File: config.mk
export PLATFORM = sky130hd
export DESIGN_NAME = uart_bus_master
export DESIGN_NICKNAME = d
export VERILOG_FILES = /design/src/rtl/uart_bus_master.sv
export SDC_FILE = /design/constraint.sdc
export NUM_CORES = 1
export LEC_CHECK = 0
export CAP_MARGIN = 0
export CELL_PAD_IN_SITES_DETAIL_PLACEMENT = 1
export CELL_PAD_IN_SITES_GLOBAL_PLACEMENT = 1
export CORE_MARGIN = 4
export CORE_UTILIZATION = 40
export CTS_CLUSTER_DIAMETER = 30
export CTS_CLUSTER_SIZE = 30
export DETAILED_ROUTE_END_ITERATION = 8
export PLACE_DENSITY = 0.94
export SYNTH_ARGS = -nofsm -noshare
export SYNTH_HDL_FRONTEND = slang
export SYNTH_SLANG_ARGS = --single-unit
File: constraint.sdc
create_clock -name clk -period 3.2 [get_ports clk]
set_input_delay 0.8 -clock clk [delete_from_list [all_inputs] [get_ports clk]]
set_output_delay 0.8 -clock clk [all_outputs]
set_load 0.05 [all_outputs]
File: src/rtl/uart_bus_master.sv
// Bus initiator for one uart_encode peripheral. Each command becomes up to three
// register writes/reads: baud, mode, then data. Config writes are skipped when unchanged.
module uart_bus_master #(
  parameter int unsigned TIMEOUT_CYCLES = 4096,
  parameter logic [9:0]  ADDR_DATA      = 10'd0,
  parameter logic [9:0]  ADDR_MODE      = 10'd2,
  parameter logic [9:0]  ADDR_BAUD      = 10'd4
) (
  input  logic        clk,
  input  logic        rst,
  input  logic        cmd_valid,
  output logic        cmd_ready,
  input  logic        cmd_rx,
  input  logic [31:0] cmd_baud,
  input  logic [7:0]  cmd_byte,
  output logic        rsp_valid,
  output logic [7:0]  rsp_byte,
  output logic        rsp_timeout,
  output logic        sel,
  output logic        enable,
  output logic [9:0]  addr,
  output logic [31:0] data_out,
  input  logic [31:0] data_in,
  input  logic        ready
);

  localparam int unsigned TW = $clog2(TIMEOUT_CYCLES);

  typedef enum logic [3:0] {
    IDLE, BAUD_SETUP, BAUD_ACCESS, BAUD_GAP, MODE_SETUP,
    MODE_ACCESS, MODE_GAP, DATA_SETUP, DATA_ACCESS, DONE
  } state_e;

  state_e        state_q, state_d;
  logic          rx_q;
  logic [31:0]   baud_q;
  logic [7:0]    byte_q;
  logic          skip_mode_q;
  logic [31:0]   baud_sh_q;
  logic [1:0]    mode_sh_q;
  logic          cfg_valid_q;
  logic [TW-1:0] tmo_q;
  logic [7:0]    rsp_byte_q;
  logic          rsp_timeout_q;

  logic          accept;
  logic          tmo_last;
  logic [1:0]    cmd_mode;
  logic [1:0]    mode_val;
  logic [23:0]   unused_data_hi;

  // Gated with rst so no command can be taken while the block is held in reset.
  assign cmd_ready      = (state_q == IDLE) && rst;
  assign accept         = cmd_valid && cmd_ready;
  assign cmd_mode       = cmd_rx ? 2'd2 : 2'd1;
  assign mode_val       = rx_q ? 2'd2 : 2'd1;
  assign tmo_last       = (tmo_q == TW'(TIMEOUT_CYCLES - 1));
  assign rsp_byte       = rsp_byte_q;
  assign rsp_timeout    = rsp_timeout_q;
  assign unused_data_hi = data_in[31:8];

  always_comb begin
    // NOTE: every output gets a default first so no path through the case infers a latch.
    state_d   = state_q;
    sel       = 1'b0;
    enable    = 1'b0;
    addr      = '0;
    data_out  = '0;
    rsp_valid = 1'b0;
    unique case (state_q)
      IDLE: begin
        if (accept) begin
          if (!(cfg_valid_q && cmd_baud == baud_sh_q))     state_d = BAUD_SETUP;
          else if (!(cfg_valid_q && cmd_mode == mode_sh_q)) state_d = MODE_SETUP;
          // Both registers current: spend one idle bus cycle, then go to the data access.
          else                                              state_d = MODE_GAP;
        end
      end
      BAUD_SETUP, BAUD_ACCESS: begin
        sel      = 1'b1;
        enable   = (state_q == BAUD_ACCESS);
        addr     = ADDR_BAUD;
        data_out = baud_q;
        state_d  = (state_q == BAUD_SETUP) ? BAUD_ACCESS : BAUD_GAP;
      end
      BAUD_GAP: state_d = skip_mode_q ? DATA_SETUP : MODE_SETUP;
      MODE_SETUP, MODE_ACCESS: begin
        sel      = 1'b1;
        enable   = (state_q == MODE_ACCESS);
        addr     = ADDR_MODE;
        data_out = {30'b0, mode_val};
        state_d  = (state_q == MODE_SETUP) ? MODE_ACCESS : MODE_GAP;
      end
      MODE_GAP: state_d = DATA_SETUP;
      DATA_SETUP, DATA_ACCESS: begin
        sel      = 1'b1;
        enable   = (state_q == DATA_ACCESS);
        addr     = ADDR_DATA;
        data_out = rx_q ? 32'b0 : {24'b0, byte_q};
        if (state_q == DATA_SETUP)  state_d = DATA_ACCESS;
        else if (ready || tmo_last) state_d = DONE;
      end
      DONE: begin
        rsp_valid = 1'b1;
        state_d   = IDLE;
      end
      default: state_d = IDLE;
    endcase
  end

  always_ff @(posedge clk or negedge rst) begin
    if (!rst) begin
      state_q       <= IDLE;
      rx_q          <= 1'b0;
      baud_q        <= '0;
      byte_q        <= '0;
      skip_mode_q   <= 1'b0;
      baud_sh_q     <= '0;
      mode_sh_q     <= '0;
      cfg_valid_q   <= 1'b0;
      tmo_q         <= '0;
      rsp_byte_q    <= '0;
      rsp_timeout_q <= 1'b0;
    end else begin
      // NOTE: non-blocking assignments so every register samples pre-edge values.
      state_q <= state_d;
      unique case (state_q)
        IDLE: begin
          if (accept) begin
            rx_q        <= cmd_rx;
            baud_q      <= cmd_baud;
            byte_q      <= cmd_byte;
            // Decided at accept time so a shadow refreshed by the baud write cannot mask a stale mode.
            skip_mode_q <= cfg_valid_q && (cmd_mode == mode_sh_q);
          end
        end
        BAUD_ACCESS: begin
          baud_sh_q   <= baud_q;
          cfg_valid_q <= 1'b1;
        end
        MODE_ACCESS: begin
          mode_sh_q   <= mode_val;
          cfg_valid_q <= 1'b1;
        end
        DATA_SETUP: tmo_q <= '0;
        DATA_ACCESS: begin
          tmo_q <= tmo_q + 1'b1;
          if (ready) begin
            rsp_byte_q    <= rx_q ? data_in[7:0] : 8'd0;
            rsp_timeout_q <= 1'b0;
          end else if (tmo_last) begin
            rsp_byte_q    <= 8'd0;
            rsp_timeout_q <= 1'b1;
            cfg_valid_q   <= 1'b0;
          end
        end
        default: ;
      endcase
    end
  end

endmodule
==> key figures, run 1 <==
Logic synthesis
  • Yosys reg bits: just over 100
  • Compound-cell area share of the yosys netlist: around 7.5%
  • Ys flop type: dfrtp_1
  • Area leader, netlist: dfrtp_1
  • Mean post-synth cell area: 10.3 um2
  • Proportion of synthesized area in mux cells: 7.82%
  • Post-Synth XOR/XNOR Area: 6.46%
  • Share of the yosys chip area belonging to registers: between 50% and 60%
  • Largest family of logic cells by synthesized area: simple AND/OR/NAND/NOR gates
  • Ys Warns: 0
  • Synth Instances: 475
  • Top cell type's share of synthesized area: roughly 52%
  • Top cells by area, synth: dfrtp_1, nand2_1, mux2_2
  • Post-synth EDFFs: 0
  • Post-Synth Adder-Cell Area: 0.257%
  • Distinct cell type count after synthesis: 48
  • Synth async-reset ratio: between 90% and 100%
  • Post-Syn Area: 4880 um2
  • Post-Synth Simple-Gate Area: 20.9%

Global routing
  • Met1 Use GR: 24.8%
  • Global-route wire length before repair: 24400 um
  • Pin count of the biggest net entering global routing: 68
  • GRT Util Overall: around 22%
  • Gr ovfl total: 0
  • Top Usage Layer GRT: met2
  • Vias in the first global route: between 4000 and 5000
  • Initial antenna violation count: 0
  • Met3 usage: roughly 6%
  • Routing usage on met2: approximately 40%

Finish
  • Commonest non-fill, non-tap cell in the layout: nand2_1
  • Storage cell area: around 2600 um2
  • Fin util: 55.3%
  • Syn-to-layout area delta: 35.7%
  • Nets@finish: ~650
  • Share of cells above drive strength 1: 18.5%
  • Most frequent cells in the layout: nand2_1, dfrtp_1, clkdlybuf4s50_1
  • ANT cells: 0
  • Fill count: around 1300
  • Multi-input logic area: 2140 um2

Floorplanning
  • Die Height: roughly 120 um
  • Die area: 14000 um2
  • Ports: 132
  • Initial Utilization: between 40% and 50%
  • Die width: 118 um
  • Core area: 12000 um2
  • Num rows: 40

Power
  • Switching Share: 43.0%
  • Pwr per Cell Area: between 1000 and 1500 nW/um2
  • Leakage: 0.00299 uW
  • Internal Power: ~4200 uW
  • Comb power frac: 54.9%
  • Clock power share: between 10% and 20%
  • Sequential power share: 30.5%
  • Peak supply drop: 0.626 mV
  • Sw Pwr: 3170 uW

Timing
  • Final Slew Violations: 0
  • Clock Skew: just under 9 ps
  • Period minus WS final: ~3000 ps
  • Worst Tran Pin Value: 906 ps
  • Unrepaired setup endpoints after global routing: false
  • Final worst-path cycle share: 94.0%
  • Hold Fails Final Rpt: 0
  • Rel. slew slack: 39.4%
  • Setup violations, final: 0
  • Setup TNS Final: 0 ps
  • F_max: 0.332 GHz
  • Hold Slack: about 480 ps

Placed design
  • Routability cong.: 0.833
  • Buffers added on ports: 99
  • Hpwl dp: 10800 um

Critical path
  • CP arrival: between 2000 and 2500 ps
  • Worst setup SP type: register
  • Crit path capture type: output pin
  • Crit path kind: reg2out
  • WP data required: 2400 ps
  • Critical path peak fanout: 27

Worst hold path
  • HP Class: reg2reg

Routing
  • Total Routed Length: about 15000 um
  • DR vias: around 3900
  • Vias per cell: 5.34
  • Initial DRC count: 210
  • Routed Antenna Nets: 0
  • Initial DRT Pass Iterations: 4
  • Wire per inst: 20.8 um
  • DRC errors left: 0

Clock network
  • CTS H-tree depth: 3
  • Worst-path clk slew: ~70 ps
  • CTS sink count: 102
  • CTS Buffer Depth: 2
  • Inserted Clock Buffers: 9
  • Setup bufs post-CTS: 0
  • Clock Latency Late Sink: 350 ps
  • Hold Buf Count CTS: 0
  • Root buffer cell: clkbuf_16
  • Clock tree from TritonCTS: done

Run status
  • Status: finished, final reports clean

Run
  • Max Cap Viol: 0
==> kinds of logic (layout without fill, tap and decap cells) <==
kind of cell    count (synthesis)  count (layout)
buf+inv                        35             130
other cells                     1               8
fa+ha+maj                       1               1
flops                         102             102
simple gates                  211             211
xor+xnor                       36              36
mux                            34              34
compound gates                 55              55
==> worst max-delay path, stage by stage, from the launching register on <==
cell and delay (ps):
dfrtp_1 440, buf_4 200, xnor2_1 160, nor3_4 330
buf_6 290, and2_1 260, buf_12 160
==> stage by stage <==
step | power [uW] | instance area [um2] | instances | setup WS (ps)
floorplan | 4570 | 4900 | 482 | 157
global placement | 6060 | 6330 | 709 | 552
detailed placement | 6310 | 6330 | 709 | 472
CTS | 7420 | 6610 | 724 | 63.1
global route | 7750 | 6620 | 724 | 35.0
finish | 7370 | 6620 | 724 | 191
==> sequential cells by signal (all words and copies together), names as in the netlist <==
name / cells
baud_q: 32
baud_sh_q: 32
byte_q: 8
cfg_valid_q: 1
mode_sh_q: 2
rsp_byte: 8
rsp_timeout: 1
rx_q: 1
skip_mode_q: 1
state_q: 4
tmo_q: 12
==> metal layers <==
metal | up-vias | wire length [um]
met2 | 104 | 8150
li1 | 1768 | -
met1 | 1960 | 5720
met3 | 32 | 805
met5 | - | 0
met4 | 0 | 396
==> power by group through the flow <==
stage | Sequential (uW) | Combinational, uW | Clock, uW
after floorplan | 2250 | 2310 | 0
after global placement | 2180 | 3880 | 0
after detailed placement | 2260 | 4050 | 0
after CTS | 2250 | 4080 | 1090
after global routing | 2320 | 4300 | 1140
final | 2250 | 4040 | 1080
==> synthesized netlist by cell type (3+ instances only) <==
library cell / count
nor2_1: 6
o21ai_1: 3
and3_1: 3
dfrtp_1: 102
nand2_1: 137
nand2b_1: 4
buf_2: 9
mux2_2: 33
a21oi_1: 7
a22o_1: 16
xnor2_1: 28
buf_4: 17
nand3_1: 8
and2_1: 25
o21ai_0: 17
nand4_1: 8
clkbuf_1: 3
nor4_1: 4
xor2_1: 8
==> final cells by class <==
cell class	instances	share of cell area, %
Sequential cell	102	38.6
Multi-Input combinational cell	345	32.3
Timing Repair Buffer	111	21.8
Clock buffer	11	3.52
Tap cell	147	2.78
Clock inverter	4	0.738
Inverter	4	0.265
==> worst paths after layout <==
path	startpoint	to	slack, ps	depth (start not counted)
setup / recovery	state_q[0]$_DFFE_PN0P_	data_out[31]	190	6
hold / removal	byte_q[5]$_DFFE_PN0P_	byte_q[5]$_DFFE_PN0P_	480	2
setup reg to reg	state_q[0]$_DFFE_PN0P_	baud_q[30]$_DFFE_PN0P_	840	6
hold reg to reg	byte_q[5]$_DFFE_PN0P_	byte_q[5]$_DFFE_PN0P_	480	2
max in group asynchronous	rst	mode_sh_q[1]$_DFFE_PN0P_	1480	3
min in group asynchronous	rst	rsp_timeout$_DFFE_PN0P_	500	2
==> what timing repair did <==
item,CTS,global route
resized for setup,0,2
endpoints found under the hold margin,0,0
endpoints found under the setup margin,0,6
Note: power is estimated with default switching activity, not from simulation.
==> run 2, diff against run 1 <==
- GPL_ROUTABILITY_DRIVEN: default -> 0
- REMOVE_ABC_BUFFERS: default -> 1
==> key figures, run 2 (synthesis gave the netlist of run 1 again) <==
Placed design
  • Hpwl dp: 9950 um
  • Buffers added on ports: 99
  • DP Worst Slack: approximately 340 ps

Clock network
  • Inserted Clock Buffers: 9
  • Worst-path clk slew: about 70 ps
  • CTS sink count: 102
  • CTS resizes: 1
  • CTS Buffer Depth: 2
  • Root buffer cell: clkbuf_16
  • Hold Buf Count CTS: 0
  • Clock tree from TritonCTS: done
  • Clock Latency Late Sink: 350 ps
  • Setup bufs post-CTS: 0
  • CTS H-tree depth: 3

Global routing
  • Gr ovfl total: 0
  • Pin count of the biggest net entering global routing: 66
  • GRT Util Overall: 20.7%
  • Vias in the first global route: 4265
  • Initial antenna violation count: 0
  • Global-route wire length before repair: ~23000 um

Power
  • Peak supply drop: 0.495 mV
  • Leakage: 0.00296 uW
  • Pwr per Cell Area: 1100 nW/um2

Run status
  • Status: finished, final reports clean

Finish
  • Most frequent cells in the layout: nand2_1, dfrtp_1, clkdlybuf4s50_1
  • Share of cells above drive strength 1: 19.6%
  • Biggest regs: baud_q x32, baud_sh_q x32, tmo_q x12
  • ANT cells: 0
  • Syn-to-layout area delta: 33.5%
  • Commonest non-fill, non-tap cell in the layout: nand2_1
  • Nets@finish: 651

Timing
  • Rel. slew slack: 42.7%
  • Post-route setup slack: 64.6 ps
  • Final worst-path cycle share: 98.0%
  • F_max: 0.319 GHz
  • Hold Fails Final Rpt: 0
  • Clock Skew: 7.03 ps
  • Worst Tran Pin Value: 859 ps
  • Hold Slack: between 400 and 500 ps
  • Final Slew Violations: 0
  • Unrepaired setup endpoints after global routing: false
  • Period minus WS final: between 3000 and 4000 ps
  • Setup violations, final: 0

Floorplanning
  • Die Height: 118 um
  • Die area: 14000 um2
  • Die width: about 120 um
  • Initial Utilization: roughly two fifths
  • Num rows: 40
  • Ports: 132
  • Core area: between 10000 and 15000 um2

Critical path
  • CP arrival: 2340 ps
  • WP data required: approximately 2400 ps
  • Crit path capture type: output pin
  • Crit path kind: reg2out
  • Reg2Reg Depth: 6
  • Worst setup SP type: register
  • Critical path peak fanout: 13

Routing
  • Wire per inst: around 19 um
  • DRC errors left: 0
  • Routed Antenna Nets: 0
  • Initial DRC count: 208
  • Initial DRT Pass Iterations: 4
  • Vias per cell: around 5.3
  • DR vias: 3873
  • Total Routed Length: 13900 um

Run
  • Max Cap Viol: 0

Worst hold path
  • HP Class: reg2reg
  • Worst Hold Depth: 2
run 2: metrics by stage:
stage / TNS, ps / total power, uW / utilization [%] / area (um2) / cells
2_1_floorplan: -4630 / 4440 / - / 4700 / 451
3_3_place_gp: 0 / 5860 / 51.9 / 6200 / 709
3_5_place_dp: 0 / 6080 / 51.9 / 6200 / 709
4_1_cts: 0 / 7250 / 54.4 / 6510 / 725
5_1_grt: 0 / 7580 / 54.4 / 6510 / 725
6_report: 0 / 7170 / 54.4 / 6510 / 725
run 2: where the power goes:
part / leakage [uW] / internal, uW / switching, uW
Sequential: 0.00131 / 1830 / 472
Combinational: 0.00151 / 1620 / 2130
Clock: 0.000149 / 632 / 496
Total: 0.00296 / 4080 / 3090
run 2: worst paths after layout:
| path | endpoint | slack [ps] | startpoint |
|---|---|---|---|
| worst max-delay path | rsp_valid | 60 | state_q[3]$_DFFE_PN0P_ |
| worst min-delay path | byte_q[2]$_DFFE_PN0P_ | 490 | byte_q[2]$_DFFE_PN0P_ |
| worst max register to register | baud_q[27]$_DFFE_PN0P_ | 980 | state_q[3]$_DFFE_PN0P_ |
| worst min register to register | byte_q[2]$_DFFE_PN0P_ | 490 | byte_q[2]$_DFFE_PN0P_ |
| max in group asynchronous | tmo_q[11]$_DFFE_PN0N_ | 1440 | rst |
| min in group asynchronous | state_q[2]$_DFFE_PN0P_ | 500 | rst |
run 2: metal layers:
layer  share of wire (%)  routed length [um]  vias up  track usage [%]
li1                    -                   -     1784                -
met3                 4.4                 606       24             5.93
met5                   0                   0        -                0
met1                  40                5580     1971             24.5
met2                  53                7400       94             36.4
met4                 2.2                 299        0             6.73
run 2: cell type report:
class	instances	area, um2
tap	147	184
inverter	4	17.5
clock buffer	10	239
clock inverter	6	68.8
fill	1305	5450
sequential	102	2550
multi-input combinational	345	2130
timing repair buffer	111	1310
run 2: critical path: stages (launching register included):
cell and delay (ps):
dfrtp_1 670, nor4bb_1 440, clkdlybuf4s50_1 870
==> run 3, diff against run 2 <==
- CORE_UTILIZATION: 40 -> 33
- GPL_ROUTABILITY_DRIVEN: 0 -> default
- PLACE_DENSITY: 0.94 -> 0.84
- clock period: 3.2 -> 2.63 ns (I/O delays scaled with it)
==> key figures, run 3 (synthesis gave the netlist of run 1 again) <==
Floorplanning
  • Die area: 16800 um2
  • Initial Utilization: 33.7%
  • Num rows: 44
  • Core area: 14500 um2
  • Ports: 132
  • Die width: between 100 and 150 um
  • Die Height: 130 um

Placed design
  • Hpwl dp: 9900 um
  • Placed Instances: between 700 and 800
  • Placed Area: 6470 um2
  • Routability cong.: 0.774
  • Buffers added on ports: slightly below 100

Critical path
  • CP cell instances: inv_4 -> or3_4 -> and2_4 -> nor2_4 -> a22o_1 -> buf_12
  • CP max stage cell: dfrtp_1
  • Crit path kind: reg2out
  • Worst setup SP type: register
  • Critical path peak fanout: 6
  • WP data required: 1970 ps
  • CP arrival: 1970 ps
  • Crit path capture type: output pin
  • CP max stage delay: 410 ps

Timing
  • Hold Slack: 302 ps
  • Rel. slew slack: 53.3%
  • Clock Skew: 6.89 ps
  • F_max: 0.381 GHz
  • Hold Fails Final Rpt: 0
  • Setup violations, final: 0
  • Period minus WS final: 2630 ps
  • Final worst-path cycle share: 99.8%
  • Worst Tran Pin Value: 697 ps
  • Final Slew Violations: 0
  • Unrepaired setup endpoints after global routing: true

Finish
  • Multi-input logic area: 2160 um2
  • Most frequent cells in the layout: nand2_1, dfrtp_1, clkdlybuf4s50_1
  • Nets@finish: 665
  • Commonest non-fill, non-tap cell in the layout: nand2_1
  • Fill count: ~1500
  • Post-Layout Cell Count: about 780
  • Storage cell area: approximately 2600 um2
  • Share of cells above drive strength 1: a little over a fifth
  • Biggest regs: baud_q x32, baud_sh_q x32, tmo_q x12
  • ANT cells: 0
  • Design area: between 6000 and 7000 um2
  • Syn-to-layout area delta: 40.0%

Routing
  • DR vias: 3848
  • DRC errors left: 0
  • Routed Antenna Nets: 0
  • Initial DRT Pass Iterations: 4
  • Total Routed Length: 13600 um
  • Initial DRC count: approximately 130
  • Vias per cell: 4.96
  • Wire per inst: between 15 and 20 um

Power
  • Peak supply drop: 0.592 mV
  • Leakage: about 0.003 uW
  • Pwr per Cell Area: 1340 nW/um2

Run
  • Max Cap Viol: 0

Global routing
  • Global-route wire length before repair: approximately 22000 um
  • Gr ovfl total: 0
  • Pin count of the biggest net entering global routing: between 50 and 60
  • Vias in the first global route: 4342
  • Initial antenna violation count: 0
  • GRT Util Overall: 16.7%

Clock network
  • CTS H-tree depth: 3
  • Inserted Clock Buffers: 9
  • Clock Latency Late Sink: about 350 ps
  • Worst-path clk slew: 70 ps
  • CTS sink count: slightly above 100
  • Root buffer cell: clkbuf_16
  • Clock tree from TritonCTS: done
  • CTS Buffer Depth: 2
  • Hold Buf Count CTS: 0

Run status
  • Status: finished, final reports clean

Worst hold path
  • HP Class: in2async
[run 3: changes by cell type in the layout (fill, tap and decap cells not counted), sizes merged]
cell	change
clkdlybuf4s50	-2
inv	+2
buf	+16
clkinv	-1
bufinv	-1
[run 3: final cells by class]
type	count	area share (%)
tap	184	3.37
inverter	4	0.257
timing repair buffer	125	23.4
clock inverter	6	0.641
clock buffer	10	3.35
multi-input combinational	345	31.6
sequential	102	37.4
[run 3: critical path: cells and delay by family, from the launching register on]
family                 cells  cell delay (ps)
and+or+nand+nor            3              760
AOI/OAI and AO/OA          1              240
DFF                        1              410
buffers and inverters      2              200
[run 3: layer usage]
metal | global-route usage, % | share of wire [%]
met3 | 3.87 | 4.2
met1 | 19.6 | 42
met2 | 29.5 | 52
met5 | 0 | 0
met4 | 6.54 | 2.5
[run 3: metrics by stage]
step | setup WS (ps) | power (uW) | util, % | setup TNS (ps)
after global placement | 219 | 7590 | 44.7 | 0
after detailed placement | 161 | 7830 | 44.7 | 0
final | 4.80 | 9150 | 47.2 | 0
after floorplan | -633 | 5400 | - | -18680
after global routing | -53.9 | 9650 | 47.2 | -250
after CTS | -9.31 | 9240 | 47.1 | -13.6
[run 3: path summary, 6_finish.rpt]
path / cells after the start / start / slack, ps / to
setup / recovery: 6 / state_q[2]$_DFFE_PN0P_ / 5 / data_out[4]
hold / removal: 2 / rst / 300 / skip_mode_q$_DFFE_PN0P_
setup reg to reg: 8 / state_q[0]$_DFFE_PN0P_ / 510 / byte_q[0]$_DFFE_PN0P_
hold reg to reg: 2 / byte_q[2]$_DFFE_PN0P_ / 480 / byte_q[2]$_DFFE_PN0P_
max in group asynchronous: 2 / rst / 1720 / baud_q[6]$_DFFE_PN0P_
min in group clk: 2 / byte_q[2]$_DFFE_PN0P_ / 480 / byte_q[2]$_DFFE_PN0P_
[run 3: what timing repair did]
item | 4_1_cts | 5_1_grt
buffers inserted | 6 | 1
pin swaps | 6 | 5
gates resized for setup | 8 | 0
setup endpoints to repair | 9 | 7
gates cloned | 0 | 0
[run 3: power breakdown]
group | internal [uW] | total (uW) | switching (uW)
Combinational | 2420 | 5180 | 2760
Clock | 650 | 1270 | 617
Sequential | 2220 | 2700 | 484
Total | 5290 | 9150 | 3860
